===== config.mk =====
export PLATFORM = sky130hd
export DESIGN_NAME = audio_dac_tx_flat
export DESIGN_NICKNAME = d
export VERILOG_FILES = /design/src/rtl/audio_dac_tx_if.sv /design/src/rtl/audio_dac_tx.sv /design/src/flat_wrapper.sv
export SDC_FILE = /design/constraint.sdc
export NUM_CORES = 1
export LEC_CHECK = 0
export ABC_AREA = 1
export CAP_MARGIN = 20
export CELL_PAD_IN_SITES_DETAIL_PLACEMENT = 2
export CELL_PAD_IN_SITES_GLOBAL_PLACEMENT = 2
export CORE_MARGIN = 1
export CORE_UTILIZATION = 39
export DETAILED_ROUTE_END_ITERATION = 16
export PLACE_DENSITY_LB_ADDON = 0.1
export SLEW_MARGIN = 40
export SYNTH_ARGS = -nofsm -noshare
export SYNTH_HDL_FRONTEND = slang
export SYNTH_SLANG_ARGS = --single-unit

===== constraint.sdc =====
create_clock -name CLK -period 7.8 [get_ports CLK]
set_clock_uncertainty 0.2 [all_clocks]
set_input_delay 1.95 -clock CLK [delete_from_list [all_inputs] [get_ports CLK]]
set_output_delay 1.95 -clock CLK [all_outputs]
set_load 0.1 [all_outputs]

===== src/rtl/audio_dac_tx_if.sv =====
// rtl/audio_dac_tx_if.sv - mixed tone sample stream from the synth datapath into the DAC transmitter
interface audio_dac_tx_if #(
  parameter int TONE_W = 32
);
  logic [TONE_W-1:0] TONE_IN;
  logic              TONE_VALID;
  logic              TONE_READY;

  modport master (output TONE_IN, output TONE_VALID, input  TONE_READY);
  modport slave  (input  TONE_IN, input  TONE_VALID, output TONE_READY);
endinterface


===== src/rtl/audio_dac_tx.sv =====
// rtl/audio_dac_tx.sv - scales/saturates tone samples, buffers them and serialises mono I2S to the codec
module audio_dac_tx #(
  parameter int DAC_W      = 16,
  parameter int GAIN_SHIFT = 8,
  parameter int BCLK_DIV   = 8,
  parameter int FIFO_DEPTH = 4
) (
  input  logic                          CLK,
  input  logic                          RESET_N,
  input  logic                          EN,
  audio_dac_tx_if.slave                 tone,
  output logic                          SAMPLE_REQ,
  output logic [$clog2(FIFO_DEPTH):0]   FIFO_LEVEL,
  output logic                          UNDERRUN,
  input  logic                          CLR_UNDERRUN,
  output logic                          AUD_BCLK,
  output logic                          AUD_DACLRCK,
  output logic                          AUD_DACDAT
);

  localparam int AW    = $clog2(FIFO_DEPTH);
  localparam int DIV_W = (BCLK_DIV > 1) ? $clog2(BCLK_DIV) : 1;
  localparam int IW    = (DAC_W > 1) ? $clog2(DAC_W) : 1;

  localparam logic signed [31:0] SAT_MAX  = (32'sd1 <<< (DAC_W - 1)) - 32'sd1;
  localparam logic signed [31:0] SAT_MIN  = -(32'sd1 <<< (DAC_W - 1));
  localparam logic [DIV_W-1:0]   DIV_LAST = DIV_W'(BCLK_DIV - 1);
  localparam logic [AW:0]        FULL_LVL = (AW + 1)'(FIFO_DEPTH);

  logic signed [31:0] shifted;
  logic [DAC_W-1:0]   sat_sample;

  logic [DAC_W-1:0]   mem [FIFO_DEPTH];
  logic [AW-1:0]      wr_ptr;
  logic [AW-1:0]      rd_ptr;
  logic [AW:0]        count;
  logic [AW:0]        count_next;
  logic [DAC_W-1:0]   hold;

  logic [DIV_W-1:0]   div;
  logic [5:0]         bit_cnt;
  logic [5:0]         bit_cnt_next;
  logic [4:0]         slot_k;
  logic [IW-1:0]      slot_idx;
  logic               slot_bit;

  logic               push;
  logic               fall_event;
  logic               frame_start;
  logic               pop;

  assign shifted = $signed(tone.TONE_IN) >>> GAIN_SHIFT;

  always_comb begin
    sat_sample = shifted[DAC_W-1:0];
    if (shifted > SAT_MAX) begin
      sat_sample = {1'b0, {(DAC_W-1){1'b1}}};
    end else if (shifted < SAT_MIN) begin
      sat_sample = {1'b1, {(DAC_W-1){1'b0}}};
    end
  end

  assign push        = tone.TONE_VALID & tone.TONE_READY;
  assign fall_event  = EN && (div == DIV_LAST) && AUD_BCLK;
  assign frame_start = fall_event && (bit_cnt == 6'd63);
  assign pop         = frame_start && (count != '0);
  assign FIFO_LEVEL  = count;

  always_comb begin
    count_next = count;
    case ({push, pop})
      2'b10:   count_next = count + 1'b1;
      2'b01:   count_next = count - 1'b1;
      default: count_next = count;
    endcase
  end

  // Storage array carries no reset; occupancy is tracked by count and the pointers.
  always_ff @(posedge CLK) begin
    if (push) begin
      mem[wr_ptr] <= sat_sample;
    end
  end

  always_ff @(posedge CLK or negedge RESET_N) begin
    if (!RESET_N) begin
      wr_ptr          <= '0;
      rd_ptr          <= '0;
      count           <= '0;
      tone.TONE_READY <= 1'b0;
      hold            <= '0;
      UNDERRUN        <= 1'b0;
    end else begin
      if (push) begin
        wr_ptr <= wr_ptr + 1'b1;
      end
      if (pop) begin
        rd_ptr <= rd_ptr + 1'b1;
        hold   <= mem[rd_ptr];
      end
      count           <= count_next;
      tone.TONE_READY <= (count_next != FULL_LVL);
      // A new underrun wins over a clear arriving in the same cycle.
      if (frame_start && (count == '0)) begin
        UNDERRUN <= 1'b1;
      end else if (CLR_UNDERRUN) begin
        UNDERRUN <= 1'b0;
      end
    end
  end

  assign bit_cnt_next = bit_cnt + 6'd1;
  assign slot_k       = bit_cnt_next[4:0];
  assign slot_idx     = IW'(DAC_W - int'(slot_k));

  // I2S one-bit delay: slot position 1 carries the MSB.
  always_comb begin
    slot_bit = 1'b0;
    if ((slot_k != 5'd0) && (int'(slot_k) <= DAC_W)) begin
      slot_bit = hold[slot_idx];
    end
  end

  always_ff @(posedge CLK or negedge RESET_N) begin
    if (!RESET_N) begin
      div         <= '0;
      bit_cnt     <= 6'd63;
      AUD_BCLK    <= 1'b0;
      AUD_DACLRCK <= 1'b0;
      AUD_DACDAT  <= 1'b0;
      SAMPLE_REQ  <= 1'b0;
    end else if (!EN) begin
      div         <= '0;
      bit_cnt     <= 6'd63;
      AUD_BCLK    <= 1'b0;
      AUD_DACLRCK <= 1'b0;
      AUD_DACDAT  <= 1'b0;
      SAMPLE_REQ  <= 1'b0;
    end else begin
      SAMPLE_REQ <= frame_start;
      if (div == DIV_LAST) begin
        div      <= '0;
        AUD_BCLK <= ~AUD_BCLK;
        if (AUD_BCLK) begin
          bit_cnt     <= bit_cnt_next;
          AUD_DACLRCK <= bit_cnt_next[5];
          AUD_DACDAT  <= slot_bit;
        end
      end else begin
        div <= div + DIV_W'(1);
      end
    end
  end

endmodule


===== src/flat_wrapper.sv =====
// flat-port wrapper written by rule: the top's interface ports become plain ports
module audio_dac_tx_flat 
#(
  parameter int DAC_W      = 16,
  parameter int GAIN_SHIFT = 8,
  parameter int BCLK_DIV   = 8,
  parameter int FIFO_DEPTH = 4
)
  (CLK, RESET_N, EN, SAMPLE_REQ, FIFO_LEVEL, UNDERRUN, CLR_UNDERRUN, AUD_BCLK, AUD_DACLRCK, AUD_DACDAT, tone_TONE_IN, tone_TONE_VALID, tone_TONE_READY);
  audio_dac_tx_if tone_i ();
  input  logic CLK;
  input  logic RESET_N;
  input  logic EN;
  output logic SAMPLE_REQ;
  output logic [$clog2(FIFO_DEPTH):0] FIFO_LEVEL;
  output logic UNDERRUN;
  input  logic CLR_UNDERRUN;
  output logic AUD_BCLK;
  output logic AUD_DACLRCK;
  output logic AUD_DACDAT;
  input wire logic [$bits(tone_i.TONE_IN)-1:0] tone_TONE_IN;
  input wire logic [$bits(tone_i.TONE_VALID)-1:0] tone_TONE_VALID;
  output wire logic [$bits(tone_i.TONE_READY)-1:0] tone_TONE_READY;
  assign tone_i.TONE_IN = tone_TONE_IN;
  assign tone_i.TONE_VALID = tone_TONE_VALID;
  assign tone_TONE_READY = tone_i.TONE_READY;
  audio_dac_tx #(.DAC_W(DAC_W), .GAIN_SHIFT(GAIN_SHIFT), .BCLK_DIV(BCLK_DIV), .FIFO_DEPTH(FIFO_DEPTH)) u_core (.CLK(CLK), .RESET_N(RESET_N), .EN(EN), .tone(tone_i), .SAMPLE_REQ(SAMPLE_REQ), .FIFO_LEVEL(FIFO_LEVEL), .UNDERRUN(UNDERRUN), .CLR_UNDERRUN(CLR_UNDERRUN), .AUD_BCLK(AUD_BCLK), .AUD_DACLRCK(AUD_DACLRCK), .AUD_DACDAT(AUD_DACDAT));
endmodule

### Yosys cells after proc, flatten, opt, wreduce, memory -nomap -nowiden

Memories as Yosys holds them, arrays and structs flattened. A register that Yosys moved wholly into a read port is not among the register bits.
Index checks and enable logic that the tools add are counted.

* word-level logic and storage cells: 68
* output and inout bits: 9
* register bits after elaboration: 22
* bits of input ports: 37
* memories kept: 1
* bits in writable memories: 64

* equal/unequal tests: 7
* muxes and demuxes: 24
* bitwise gates (word level): 2
* reduce and logical (&&, ||, !) cells: 12
* add/subtract/negate cells: 7
* magnitude comparators: 4

Memory list
* u_core.mem: words 4, width 16, read ports 1, clocked after memory_dff 1, write ports 1, RTL line audio_dac_tx.sv:33 `logic [DAC_W-1:0] mem [FIFO_DEPTH];`

Operator list (count)
* $mux W16: 2
* $gt A24 B16 Y1 const B: 1
* $lt A24 B16 Y1 const B: 1
* $mux W6: 3
* $mux W1: 15
* $add A3 B1 Y3 const B: 2
* $add A6 B1 Y6 const B: 1
* $eq A6 B6 Y1 const B: 1
* $logic_and A1 B1 Y1: 6
* $mux W3: 2
* $pmux W3 S2: 1
* $le A5 B5 Y1 const B: 1
* $lt A4 B5 Y1 const B: 1
* $reduce_bool A5 Y1: 1
* $add A2 B1 Y2 const B: 2
* $bmux W1 S4: 1
* $ne A2 B1 Y1 const B: 2
* $sub A1 B4 Y4 const A: 1
* $eq A3 B3 Y1 const B: 1
* $logic_not A3 Y1: 1
* $ne A3 B3 Y1 const B: 1
* $reduce_bool A3 Y1: 1
* $sub A3 B1 Y3 const B: 1
* $eq A2 B1 Y1 const B: 1
* 6 further kinds: 6

### Longest topological paths before layout

Gate-level depths: netlist (run 1).

* depth after elaboration: 8
* gate-level depth with buffers: 16
* mapped depth without buffers: 15

### Worst setup path after synthesis (run 1)

No wires, ideal clock.

* path kind: in2reg
* from: input EN
* to: register u_core.tone.TONE_READY
* arrival: 3.516 ns
* setup time: 0.127 ns
* setup slack: 3.957 ns
* data required time: 7.473 ns
* buffers on the path: 1
* stages on the path: 12
* path through: nand2_2 -> clkinv_4 -> nand3_4 -> nor2_8 -> buf_6 -> ha_1 -> inv_1 -> fa_1 -> a21oi_1 -> o21ai_0 -> xnor2_1 -> nand2_1

* cells in the longest elaborated chain, start to end: 7
* elaborated cells between the ends (all ways): 8
* those cells by class: eq/ne (3); mux (1); reduce/logical (4)

Ends and longest elaborated chain
* start, declared: RTL line flat_wrapper.sv:13 `input logic EN;`
* $logic_and A1 B1 Y1 * (2 in a row): RTL line audio_dac_tx.sv:64 `assign fall_event = EN && (div == DIV_LAST) && AUD_BCLK;`
* $logic_and A1 B1 Y1 *: RTL line audio_dac_tx.sv:65 `assign frame_start = fall_event && (bit_cnt == 6'd63);`
* $logic_and A1 B1 Y1 *: RTL line audio_dac_tx.sv:66 `assign pop = frame_start && (count != '0);`
* net u_core.pop: RTL line audio_dac_tx.sv:50 `logic pop;`
* $eq A2 B1 Y1 / $eq A2 B2 Y1 (equally long branches): RTL line audio_dac_tx.sv:71 `case ({push, pop})`
* $pmux W3 S2 *: RTL line audio_dac_tx.sv:71
* net u_core.count_next[2]: RTL line audio_dac_tx.sv:37 `logic [AW:0] count_next;`
* $ne A3 B3 Y1 *: RTL line audio_dac_tx.sv:102 `tone.TONE_READY <= (count_next != FULL_LVL);`
* end signal, assigned: RTL line audio_dac_tx.sv:102
* end, declared: RTL line audio_dac_tx_if.sv:10 `modport slave (input TONE_IN, input TONE_VALID, output TONE_READY);`

The timed path passes the listed nets; every way through them passes the cells marked *.
A chain may end at the register's enable or synchronous reset.

### Final worst setup path (run 1)

* from: input EN
* to: register u_core.tone.TONE_READY

* cells in the longest elaborated chain, start to end: 7
* elaborated cells between the ends (all ways): 8
* those cells by class: eq/ne (3); mux (1); reduce/logical (4)

Ends and longest elaborated chain (RTL line)
* $logic_and A1 B1 Y1 * (2 in a row): audio_dac_tx.sv:64
* $logic_and A1 B1 Y1 *: audio_dac_tx.sv:65
* $logic_and A1 B1 Y1 *: audio_dac_tx.sv:66
* $eq A2 B1 Y1 / $eq A2 B2 Y1 (equally long branches): audio_dac_tx.sv:71
* $pmux W3 S2 *: audio_dac_tx.sv:71
* net u_core.count_next[2]: audio_dac_tx.sv:37
* $ne A3 B3 Y1 *: audio_dac_tx.sv:102

Marks and branches as above.

==> results.txt, run 1 <==
worst-path fanout max -> 28
fillers -> 1165
Critical Path Source Type -> input pin
postcts setup bufs -> 0
largest net degree at the start of global routing -> 39
Layout area overhead -> 16.9%
status -> finished clean
CP cell instances -> clkdlybuf4s50_1, nand2_2, clkinv_4, nand3_4, nor2_8, ha_1, inv_1, fa_1, a21oi_1, o21ai_0, xnor2_1, nand2_1
Peak VDD IR -> 0.297 mV
ANT nets after route -> 0
total negative slack -> 0 ps
Flop pwr share -> 48.4%
R2R cell count -> 12
fin cells -> 616
reg2reg setup slack -> 4570 ps
switching share of power -> 31.6%
final RePlAce weighted congestion -> 0.702
Worst Tran Pin Value -> 661 ps
max_slew headroom -> 55.9%
# setup viols final -> 0
Crit. End Element -> flip-flop
Place WS -> 3020 ps
cells after synthesis -> 439
Hold Buf Count CTS -> 0
Leakage -> 2.20 nW
TritonCTS clock tree -> built
Internal Power -> 981 uW
fin crit period -> 4410 ps
FMAX -> 227 MHz
HP Class -> reg -> reg
crit share post-route -> 56.5%
worst r2r dst -> u_core.tone.TONE_READY
Switch Pwr -> 453 uW
Buf/Inv on CP -> 3
Synth Flop Type -> edfxtp_1
worst skew pair latency -> 360 ps
critical path's top delay family -> buffers and inverters
die height -> 110 um
Setup crit end -> u_core.tone.TONE_READY
Clk pwr share -> 33.4%
Yosys warning count -> 0
Logic pwr share -> 18.3%
I/O Pins -> 46
Critical Path Start -> EN
setup ws final -> 3390 ps
Reg area -> 2880 um2
number of synthesized flops with an enable pin -> 64
Max Root-Sink Buffers -> 2
# DRC -> 0
Power Density -> 272 nW/um2
clock-pin slew of the registers on the worst-case setup and hold paths -> 80 ps
CTS Buf Count -> 9
post-synth net total -> 485
H-tree depth -> 3
vias in the first global route -> 3481
detailed-route wire length -> 11100 um
Placed Cells -> 600
die width -> 110 um
Via Count -> 3176
DRT Pass-1 Iters -> 4
synthesized area -> 4520 um2
DP Wirelength -> 7560 um
Mapped Avg Cell Area -> 10.3 um2
number of stages on the worst setup path -> 12
max_cap viols -> 0
Hold Slack -> 247 ps
Ant. Diodes -> 0
slowest stage delay, CP -> 570 ps
final hold viol count -> 0
Initial Util -> 40.8%
Initial DRC Count -> 144
Global Route Usage Sum -> 20.8%
slowest CP cell -> clkdlybuf4s50_1
Remaining Overflow, GRT -> 0
input/output buffers -> 37
Via density -> 5.16
Seq/Total Area, Yosys -> 63.8%
die area -> 12000 um2
CORE AREA -> 11100 um2
final max-slew violation count -> 0
Critical R2R Launch -> u_core.bit_cnt[0]
layout cell share with drive strength beyond 1 -> 10.3%
Yosys cell types -> 33
Crit path required time -> 7850 ps
ys async rst share -> 37.3%
FP Rows -> 38
global-route wire length before repair -> 18100 um
RSZ-0062 raised after global routing -> false
commonest non-fill, non-tap cell in the layout -> nand2_1
multi-input combinational cell area -> 1440 um2
CTS Sinks -> 102
Worst Setup Path Type -> in -> reg
post-synthesis sequential element count -> 102
Clock Tree Root -> clkbuf_16
final net count -> 517
initial antenna violation count -> 0
wire per inst -> 18.0 um
CP arrival -> 4460 ps
most frequent cells in the layout -> 116 x nand2_1, 64 x edfxtp_1, 50 x o21ai_0, 50 x nor2_1, 33 x inv_1
post-cts resize count -> 0
## kinds of logic after synthesis
logic type	share of synthesized area, %
XOR/XNOR	1.55
adder cells (fa/ha/maj)	2.66
buffers and inverters	5.04
flip-flops	63.8
AND/OR/NAND/NOR	17.1
AO/OA/AOI/OAI	9.84
## routing by layer
metal  up-vias  GRT usage (%)  share of wire, %  wire, um
li1       1538              -                 -         -
met1      1591           25.4                45      5010
met2        37           36.7                51      5690
met3        10           5.04               2.6       291
met4         0           5.43               1.0       111
met5         -              0                 0         0
## worst register-to-register path, stage by stage (launching register included)
cell and delay [ps]:
dfstp_2 710, ha_1 260, nand2_2 90, inv_1 120
nand3_4 170, nor2_8 350, ha_1 230, inv_1 80
fa_1 380, a21oi_1 150, o21ai_0 120, xnor2_1 200
nand2_1 70
## flip-flops by register name, summed over array words and instances, names as in the netlist
| signal | count |
|---|---|
| u_core.AUD_BCLK | 1 |
| u_core.AUD_DACDAT | 1 |
| u_core.AUD_DACLRCK | 1 |
| u_core.FIFO_LEVEL | 3 |
| u_core.SAMPLE_REQ | 1 |
| u_core.UNDERRUN | 1 |
| u_core.bit_cnt | 6 |
| u_core.div | 3 |
| u_core.hold | 16 |
| u_core.mem | 64 |
| u_core.rd_ptr | 2 |
| u_core.tone.TONE_READY | 1 |
| u_core.wr_ptr | 2 |
## cell usage after synthesis, types with 3 or more instances
master,instances,area share (%)
clkbuf_1,6,0.50
dfstp_2,6,3.5
inv_1,34,2.8
o21ai_1,5,0.55
o21ai_0,50,5.5
o22ai_1,16,2.2
xor2_1,5,0.97
a21oi_1,4,0.44
buf_2,7,0.78
dfrtp_1,32,18
nand4_1,4,0.55
xnor2_1,3,0.58
nand3_1,4,0.44
nand2_1,116,9.6
edfxtp_1,64,43
nor2_1,54,4.5
ha_1,8,2.2
## worst min path at each step
stage / cells past startpoint / slack [ps] / endpoint / from
after floorplan: 1 / 210 / u_core.div[0] / u_core.div[0]
after global placement: 1 / 230 / u_core.div[0] / u_core.div[0]
after detailed placement: 1 / 240 / u_core.div[0] / u_core.div[0]
after CTS: 1 / 250 / u_core.div[0] / u_core.div[0]
after global routing: 1 / 270 / u_core.div[0] / u_core.div[0]
final: 1 / 250 / u_core.div[0] / u_core.div[0]
## power groups by stage
stage,sequential (mW),combinational [mW],clock [mW]
after floorplan,0.769,0.105,0
after global placement,0.701,0.256,0
after detailed placement,0.706,0.269,0
after CTS,0.695,0.268,0.487
after global routing,0.702,0.285,0.505
final,0.694,0.262,0.479
## metrics by stage
| step | cell area [um2] | total power [mW] | util, % |
|---|---|---|---|
| global route | 5280 | 1.49 | 47.7 |
| floorplan | 4520 | 0.873 | - |
| detailed placement | 4960 | 0.974 | 44.8 |
| global placement | 4980 | 0.957 | 44.9 |
| finish | 5280 | 1.43 | 47.7 |
| CTS | 5280 | 1.45 | 47.7 |
## final cells by class
class                           count  area share, %
Sequential cell                   102           54.6
Multi-Input combinational cell    285           27.3
Timing Repair Buffer               37           6.11
Clock buffer                        9           4.27
Tap cell                          140           3.32
Inverter                           36           2.65
Clock inverter                      7           1.78
No activity file was read; power rests on OpenSTA's default activity.
==> run 2, diff against run 1 <==
--- a/config.mk
+++ b/config.mk
@@ -10,7 +10,7 @@
 export CELL_PAD_IN_SITES_DETAIL_PLACEMENT = 2
 export CELL_PAD_IN_SITES_GLOBAL_PLACEMENT = 2
 export CORE_MARGIN = 1
-export CORE_UTILIZATION = 39
+export CORE_UTILIZATION = 33
 export DETAILED_ROUTE_END_ITERATION = 16
 export PLACE_DENSITY_LB_ADDON = 0.1
 export SLEW_MARGIN = 40
==> constraint.sdc (replaced) <==
create_clock -name CLK -period 3.7 [get_ports CLK]
set_clock_uncertainty 0.2 [all_clocks]
set_input_delay 0.925 -clock CLK [delete_from_list [all_inputs] [get_ports CLK]]
set_output_delay 0.925 -clock CLK [all_outputs]
set_load 0.1 [all_outputs]
==> run 2 against run 1 <==
  * Register-to-register slack got worse by 3800 ps
  * First-iteration DRC count fell by 4.9%
  * Clock power rose by 90%
  * Global-route usage fell by 4.0 points
  * Setup slack got worse by 2700 ps
  * Die area rose by 18%
  * Largest power group unchanged
  * Critical endpoint unchanged
  * Highest routed layer unchanged
  * Hold slack improved by 17 ps
==> results.txt, run 2 (same netlist as run 1, synthesis figures left out) <==
fillers -> 1411 (+21%)
HP Class -> reg -> reg
Hold Buf Count CTS -> 0 (unchanged)
Internal Power -> 2.01 mW (+110%)
Layout area overhead -> 18.2%
CTS Sinks -> 102 (unchanged)
Ant. Diodes -> 0 (unchanged)
switching share of power -> 31.3% (-0.33 points)
Global Route Usage Sum -> 16.7% (-4.0 points)
CORE AREA -> 13300 um2 (+20%)
Placed Cells -> 644 (+7.3%)
input/output buffers -> 37 (unchanged)
die width -> 119 um (+8.5%)
Via density -> 4.82 (-6.5%)
Crit. End Element -> flip-flop
crit share post-route -> 80.2%
commonest non-fill, non-tap cell in the layout -> nand2_1
Leakage -> 2.23 nW (+1.4%)
post-layout instance area -> 5340 um2 (+1.1%)
status -> finished clean
post-cts resize count -> 0 (unchanged)
postcts setup bufs -> 0 (unchanged)
initial antenna violation count -> 0 (unchanged)
TritonCTS clock tree -> built
DP Wirelength -> 7210 um (-4.7%)
Via Count -> 3180 (+0.13%)
RSZ-0062 raised after global routing -> false
Clock Tree Root -> clkbuf_16
Peak VDD IR -> 0.279 mV (-6.0%)
wire per inst -> 16.1 um (-10%)
Crit path required time -> 3740 ps (-4110 ps)
final hold viol count -> 0 (unchanged)
reg2reg setup slack -> 820 ps (-3750 ps)
global-route wire length before repair -> 18100 um (about the same)
Power Density -> 548 nW/um2 (+100%)
Initial DRC Count -> 137 (-4.9%)
Critical Path Source Type -> input pin
Clk pwr share -> 31.1% (-2.3 points)
clock-pin slew of the registers on the worst-case setup and hold paths -> 70 ps (about the same)
Flop pwr share -> 49.9% (+1.5 points)
FP Rows -> 42 (+11%)
die area -> 14200 um2 (+18%)
CTS Buf Count -> 9 (unchanged)
# DRC -> 0 (unchanged)
Post-DP Area -> 5060 um2 (+1.9%)
Place WS -> 342 ps (-2680 ps)
total negative slack -> 0 ps (unchanged)
final max-slew violation count -> 0 (unchanged)
Largest register FFs -> 64 (unchanged)
layout cell share with drive strength beyond 1 -> 10.5% (+0.24 points)
largest net degree at the start of global routing -> 39 (unchanged)
Initial Util -> 34.0% (-6.8 points)
die height -> 119 um (+8.5%)
Worst Setup Path Type -> in -> reg
worst-path fanout max -> 9 (-68%)
Switch Pwr -> 915 uW (+100%)
I/O Pins -> 46 (unchanged)
# setup viols final -> 0 (unchanged)
Largest Register -> u_core.mem
max_cap viols -> 0 (unchanged)
max_slew headroom -> 57.2% (+1.2 points)
DRT Pass-1 Iters -> 4 (unchanged)
final RePlAce weighted congestion -> 0.712 (+1.4%)
fin cells -> 660 (+7.1%)
ANT nets after route -> 0 (unchanged)
FMAX -> 337 MHz
Remaining Overflow, GRT -> 0 (unchanged)
CP arrival -> 3000 ps (-1460 ps)
Max Root-Sink Buffers -> 2 (unchanged)
detailed-route wire length -> 10600 um (-4.1%)
final net count -> 525 (+1.5%)
Final Total Pwr -> 2.93 mW (+100%)
vias in the first global route -> 3520 (+1.1%)
H-tree depth -> 3 (unchanged)
fin crit period -> 2970 ps
Worst Tran Pin Value -> 643 ps (-18.7 ps)
most frequent cells in the layout -> 116 x nand2_1, 64 x edfxtp_1, 54 x nor2_1
largest registers -> u_core.mem: 64 flops, u_core.hold: 16 flops, u_core.bit_cnt: 6 flops
setup ws final -> 732 ps (-2660 ps)
worst skew pair latency -> 350 ps (about the same)
Logic pwr share -> 19.0% (+0.7 points)
[run 2: critical path, stage by stage]
cell and delay [ps]:
clkdlybuf4s50_1 510, nand2_2 120, clkinv_4 90, nand3_4 130, nor2_8 110, ha_1 150
inv_1 70, fa_1 380, a21oi_1 140, o21ai_0 110, xnor2_1 190, nand2_1 70
[run 2: worst paths after layout]
path                       depth (start not counted)              start                     end
max                                               12                 EN  u_core.tone.TONE_READY
min                                                1      u_core.div[0]           u_core.div[0]
max reg2reg                                       12  u_core.bit_cnt[0]  u_core.tone.TONE_READY
min reg2reg                                        1      u_core.div[0]           u_core.div[0]
max in group asynchronous                          1            RESET_N       u_core.bit_cnt[2]
min in group asynchronous                          1            RESET_N         u_core.hold[13]
[run 2: layout make-up]
| class | count | area, um2 | area share (%) |
|---|---|---|---|
| tap | 176 | 220 | 4.12 |
| sequential | 102 | 2880 | 53.9 |
| clock buffer | 9 | 225 | 4.22 |
| multi-input combinational | 285 | 1410 | 26.4 |
| inverter | 36 | 140 | 2.62 |
| timing repair buffer | 45 | 405 | 7.59 |
| clock inverter | 7 | 56.3 | 1.05 |
[run 2: per-layer routing]
| metal | vias up | global-route usage, % | part of all wire [%] |
|---|---|---|---|
| li1 | 1550 | - | - |
| met1 | 1578 | 21.0 | 47 |
| met2 | 41 | 28.2 | 49 |
| met3 | 11 | 3.88 | 2.8 |
| met4 | 0 | 6.01 | 1.4 |
| met5 | - | 0 | 0 |
[run 2: power groups by stage]
| stage | clock, mW | combinational [mW] | sequential [mW] |
|---|---|---|---|
| after floorplan | 0 | 0.221 | 1.62 |
| after global placement | 0 | 0.551 | 1.48 |
| after detailed placement | 0 | 0.567 | 1.49 |
| after CTS | 0.947 | 0.570 | 1.46 |
| after global routing | 0.979 | 0.613 | 1.48 |
| final | 0.909 | 0.556 | 1.46 |
[run 2: metrics by stage]
stage / hold slack [ps] / utilization, %
after detailed placement: 247 / 38.0
after CTS: 271 / 40.2
final: 264 / 40.2
after floorplan: 214 / -
after global placement: 234 / 38.0
after global routing: 281 / 40.2
==> run 3, diff against run 2 <==
==> constraint.sdc (replaced) <==
create_clock -name CLK -period 2.6 [get_ports CLK]
set_clock_uncertainty 0.2 [all_clocks]
set_input_delay 0.65 -clock CLK [delete_from_list [all_inputs] [get_ports CLK]]
set_output_delay 0.65 -clock CLK [all_outputs]
set_load 0.1 [all_outputs]
==> run 3 against run 2 <==
  * Wire length is 3.1% higher
  * Sequential share of layout area down 2.5 points
  * Die area unchanged
  * Sequential cell count did not move
  * Critical endpoint unchanged
  * Largest cell class unchanged
  * First-iteration DRC count fell by 27%
  * Register-to-register slack got worse by 720 ps
  * Critical path depth increased by 3
  * Sequential power grew 43%
  * Final area is 5.1% higher
  * Clock power rose by 55%
==> results.txt, run 3 (same netlist as run 1, synthesis figures left out) <==
clock-pin slew of the registers on the worst-case setup and hold paths -> 70 ps (about the same)
# DRC -> 0 (unchanged)
# setup viols final -> 0 (unchanged)
Critical Path Source Type -> flip-flop
Hold Buf Count CTS -> 0 (unchanged)
layout cell share with drive strength beyond 1 -> 16.3% (+5.8 points)
Ant. Diodes -> 0 (unchanged)
Largest Register -> u_core.mem
RSZ-0062 raised after global routing -> true
Initial Util -> 34.0% (unchanged)
Final Total Pwr -> 4.38 mW (+50%)
crit share post-route -> 96.0%
FMAX -> 401 MHz
H-tree depth -> 3 (unchanged)
fin cells -> 678 (+2.7%)
final max-slew violation count -> 0 (unchanged)
CTS Buf Count -> 9 (unchanged)
DRT Pass-1 Iters -> 4 (unchanged)
global-route wire length before repair -> 18400 um (+1.9%)
worst skew pair latency -> 350 ps (about the same)
Leakage -> 2.35 nW (+5.2%)
wire per inst -> 16.2 um (+0.32%)
largest net degree at the start of global routing -> 35 (-10%)
Critical Path Start -> u_core.div[0]
DP Wirelength -> 7780 um (+8.0%)
Clock Tree Root -> clkbuf_16
fin crit period -> 2500 ps
R2R cell count -> 15 (+3)
vias in the first global route -> 3634 (+3.2%)
TritonCTS clock tree -> built
max_slew headroom -> 57.7% (+0.50 points)
CP arrival -> 2530 ps (-470 ps)
ANT nets after route -> 0 (unchanged)
die height -> 119 um (unchanged)
CTS Sinks -> 102 (unchanged)
die width -> 119 um (unchanged)
Max Root-Sink Buffers -> 2 (unchanged)
input/output buffers -> 37 (unchanged)
Via Count -> 3287 (+3.4%)
Placed Cells -> 656 (+1.9%)
Via density -> 4.85 (+0.62%)
reg2reg setup slack -> 100 ps (-720 ps)
I/O Pins -> 46 (unchanged)
final net count -> 543 (+3.4%)
worst r2r dst -> u_core.tone.TONE_READY
Worst Setup Path Type -> reg -> reg
max_cap viols -> 0 (unchanged)
HP Class -> in -> async
commonest non-fill, non-tap cell in the layout -> nand2_1
most frequent cells in the layout -> 115 x nand2_1, 64 x edfxtp_1, 54 x nor2_1
worst-path fanout max -> 3 (-6)
Initial DRC Count -> 100 (-27%)
Global Route Usage Sum -> 17.0% (+0.25 points)
detailed-route wire length -> 11000 um (+3.1%)
Power Density -> 780 nW/um2 (+42%)
FP Rows -> 42 (unchanged)
Largest register FFs -> 64 (unchanged)
CORE AREA -> 13300 um2 (unchanged)
final hold viol count -> 0 (unchanged)
initial antenna violation count -> 0 (unchanged)
final RePlAce weighted congestion -> 0.677 (-4.9%)
Crit path required time -> 2630 ps (-1110 ps)
Layout area overhead -> 24.2%
status -> finished clean
Worst Tran Pin Value -> 635 ps (-7.48 ps)
Remaining Overflow, GRT -> 0 (unchanged)
die area -> 14200 um2 (unchanged)
Setup crit end -> u_core.tone.TONE_READY
Peak VDD IR -> 0.509 mV (+82%)
Critical R2R Launch -> u_core.div[0]
largest registers -> u_core.mem: 64 flops, u_core.hold: 16 flops, u_core.bit_cnt: 6 flops
Crit. End Element -> flip-flop
run 3: cell count changes in the layout (fill, tap and decap cells not counted), moves of 2 or more:
cell	before	now
dfrtp_2	0	3
ha_1	8	4
buf_4	18	31
buf_12	0	4
inv_6	1	3
ha_4	0	3
dfrtp_1	32	28
run 3: metrics by stage:
stage	hold WS [ps]	setup TNS [ps]	instance area, um2	util (%)	worst slack [ps]
2_1_floorplan	154	-1400	4560	-	-21.5
3_3_place_gp	232	-8490	5240	39.4	-279
3_5_place_dp	243	-859	5240	39.4	-419
4_1_cts	93.9	0	5560	41.8	34.7
5_1_grt	113	-38.3	5610	42.2	-27.2
6_report	74.7	0	5610	42.2	103
run 3: area by class of cell:
type / instances / area, um2
inverters: 36 / 140
flip-flops and latches: 102 / 2890
well taps: 176 / 220
clock buffers: 9 / 225
repair buffers: 63 / 587
fillers: 1425 / 7690
multi-input cells: 285 / 1470
clock inverters: 7 / 83.8
run 3: worst min path at each step:
stage | end | start
6_report | u_core.AUD_DACDAT | RESET_N
4_1_cts | u_core.AUD_DACDAT | RESET_N
5_1_grt | u_core.AUD_DACDAT | RESET_N
2_1_floorplan | u_core.AUD_DACDAT | RESET_N
3_5_place_dp | u_core.div[0] | u_core.div[0]
3_3_place_gp | u_core.div[0] | u_core.div[0]
run 3: report_power, final:
part / internal (mW) / leakage, nW / switching [mW] / total, mW
combinational: 0.282 / 1.18 / 0.596 / 0.879
clock: 0.769 / 0.155 / 0.643 / 1.41
sequential: 1.99 / 1.01 / 0.0983 / 2.09
run 3: critical path, stage by stage (launching register included):
cell and delay (ps):
dfrtp_1 350, ha_2 200, ha_4 150, nand2_2 50, inv_2 70, nand2_4 50, clkinv_4 50, nand3_4 90
nor2_8 110, ha_4 130, inv_2 40, fa_2 360, a21oi_2 130, o21ai_1 80, xnor2_1 210, nand2_1 90
run 3: repair_timing:
item,in CTS,in global routing
buffers inserted,1,5
gates resized for setup,1,4
cloned,0,0
setup endpoints to repair,1,2
pin swaps,1,9
run 3: per-layer routing:
layer | wire [um] | part of all wire, % | track usage (%) | up-vias
li1 | - | - | - | 1583
met1 | 4840 | 44 | 20.2 | 1655
met2 | 5720 | 52 | 30.6 | 39
met3 | 279 | 2.5 | 3.88 | 10
met4 | 128 | 1.2 | 4.59 | 0
met5 | 0 | 0 | 0 | -
==> variant, RTL diff (flow settings as in run 1) <==
Reset style: synchronous (`RESET_N`), changed in 2 clocked blocks.
--- a/src/rtl/audio_dac_tx.sv
+++ b/src/rtl/audio_dac_tx.sv
@@ -82,7 +82,7 @@
     end
   end
 
-  always_ff @(posedge CLK or negedge RESET_N) begin
+  always_ff @(posedge CLK) begin
     if (!RESET_N) begin
       wr_ptr          <= '0;
       rd_ptr          <= '0;
@@ -121,7 +121,7 @@
     end
   end
 
-  always_ff @(posedge CLK or negedge RESET_N) begin
+  always_ff @(posedge CLK) begin
     if (!RESET_N) begin
       div         <= '0;
       bit_cnt     <= 6'd63;
Check against the original RTL: differs if RESET_N is asserted again (counterexample within 4 cycles, from zero or initial values and one cycle with RESET_N low); with RESET_N held inactive, the same outputs for 10 cycles.
==> variant against run 1 <==
Cell area decreased by 5.6%. Setup slack improved by 0.0042 ns. Synthesized area decreased by 3.1%. Synthesized cell count rose by 4.8%. Critical path depth unchanged. Worst hold slack got worse by 0.012 ns. Routed wire length fell by 6.0%. Die area down 3.1%. Sequential cell count unchanged. Critical path type unchanged.
Power is not compared: it rests on default switching activity, and its combinational part moved more than twofold at a synthesized area within 25%.
==> variant: results (changes against run 1) <==
• **status** complete, no violations
• **synthesized instance count** 460, +4.8%
• **number of violations reported at the end of detailed-routing iteration 0** 104, -28%
• **cell area reported after detailed placement** 4810 µm², -3.0%
• **maximum cell stage delay along the critical path** 0.49 ns, -0.08 ns
• **number of distinct library cells after synthesis** 33, unchanged
• **total CTS buffers** 9, unchanged
• **net count after synthesis** 506, +4.3%
• **DP Cell Count** 619, +3.2%
• **arrival time at the worst endpoint** 4.46 ns, about the same
• **startpoint of the most critical hold path** u_core.div[0]$_SDFF_PP0_
• **number of global-route vias before repair** 3523, +1.2%
• **Final Net Count** 536, +3.7%
• **startpoint of the lowest-slack register-to-register path** u_core.bit_cnt[0]$_SDFFE_PN1P_
• **GP Congestion** 0.696, -0.83%
• **DR WL/cell** 16.4 µm, -8.8%
• **sequential fraction of the synthesis area** 61.3%, -2.5 points
• **number of flops mapped to enable cells by yosys** 64, unchanged
• **delay-heaviest family, CP** buffers and inverters
• **detailed placer's ending HPWL** 7240 µm, -4.3%
• **filler cell count in the final layout** 1172, +0.60%
• **Worst setup startpoint** EN
• **insertion delay of the later-clocked pin in the worst-skew pair** 0.36 ns, about the same
• **flip-flop count of the largest register, all copies and words added** 64, unchanged
• **Slew Limit Headroom** 49.4%, -6.5 points
• **fraction of power spent switching nets** 25.1%
• **Total GRT Usage** 19.9%, -0.90 points
• **clock buffer depth** 2, unchanged
• **final count of pins violating max slew** 0, unchanged
• **top fanout value on the critical path** 27, -3.6%
• **async set or reset register ratio after synthesis** 0%, -37 points
• **power of the sequential group** 0.590 mW
• **Top FF cell, synth** sky130_fd_sc_hd__edfxtp_1
• **Warnings, synthesis** 0, unchanged
• **detailed-route wire length** 10400 µm, -6.0%
• **clock network power** 0.305 mW
• **setup slack of the worst register-to-register path** 4.53 ns, -0.04 ns
• **Area contributors post-synth** sky130_fd_sc_hd__edfxtp_1 44%, sky130_fd_sc_hd__dfxtp_1 17%, sky130_fd_sc_hd__nor2_1 7.9%
• **cell internal pwr** 0.734 mW
• **root buffer cell** sky130_fd_sc_hd__clkbuf_8
• **type of the tightest min-delay check** flip-flop to flip-flop
• **routed via count** 3211, +1.1%
• **wire length of the first global-routing pass** 17300 µm, -4.4%
• **crit path max-delay cell type** sky130_fd_sc_hd__clkdlybuf4s50_1
• **share of final-layout standard cells stronger than drive strength 1** 8.28%, -2.0 points
• **count of instances resized after the clock tree is built** 0, unchanged
• **Synth top cells by count** 92 x sky130_fd_sc_hd__nor2_1, 82 x sky130_fd_sc_hd__nand2_1, 65 x sky130_fd_sc_hd__o21ai_0
• **Diodes inserted** 0, unchanged
• **pin count of the biggest net entering global routing** 35, -10%
[variant: stage by stage]
stage	setup slack [ns]	hold WS (ns)
after floorplan	4.00	0.197
after global placement	3.07	0.206
after detailed placement	2.96	0.217
after CTS	3.35	0.238
after global routing	3.18	0.249
final	3.39	0.235
[variant: cell type report]
class                           instances  area (µm²)  share of cell area, %
Tap cell                              140         175                   3.51
Timing Repair Buffer                   38         333                   6.68
Clock inverter                          6        46.3                  0.929
Multi-Input combinational cell        304        1490                   29.8
Sequential cell                       102        2680                   53.8
Clock buffer                           10         128                   2.56
Inverter                               35         131                   2.64
[variant: logic make-up (layout without fill, tap and decap cells)]
logic type               count (synthesis)  in the layout  synth area share [%]
buffers and inverters                   54             89                  5.46
XOR/XNOR                                 6              6                  1.20
adder cells (fa/ha/maj)                  9              9                  2.75
AND/OR/NAND/NOR                        189            189                  17.6
flip-flops                             102            102                  61.3
AO/OA/AOI/OAI                          100            100                  11.7
[variant: layer usage]
layer	GRT usage, %	routed length [µm]	up-vias
met4	6.75	137	0
li1	-	-	1582
met5	0	0	-
met3	4.42	289	12
met1	22.8	4550	1569
met2	36.2	5460	48
[variant: path summary, 6_finish.rpt]
| kind | cells past startpoint | endpoint |
|---|---|---|
| hold reg to reg | 1 | u_core.div[0]$_SDFF_PP0_ |
| setup / recovery | 12 | u_core.tone.TONE_READY$_SDFF_PN0_ |
| hold / removal | 1 | u_core.div[0]$_SDFF_PP0_ |
| setup reg to reg | 12 | u_core.tone.TONE_READY$_SDFF_PN0_ |
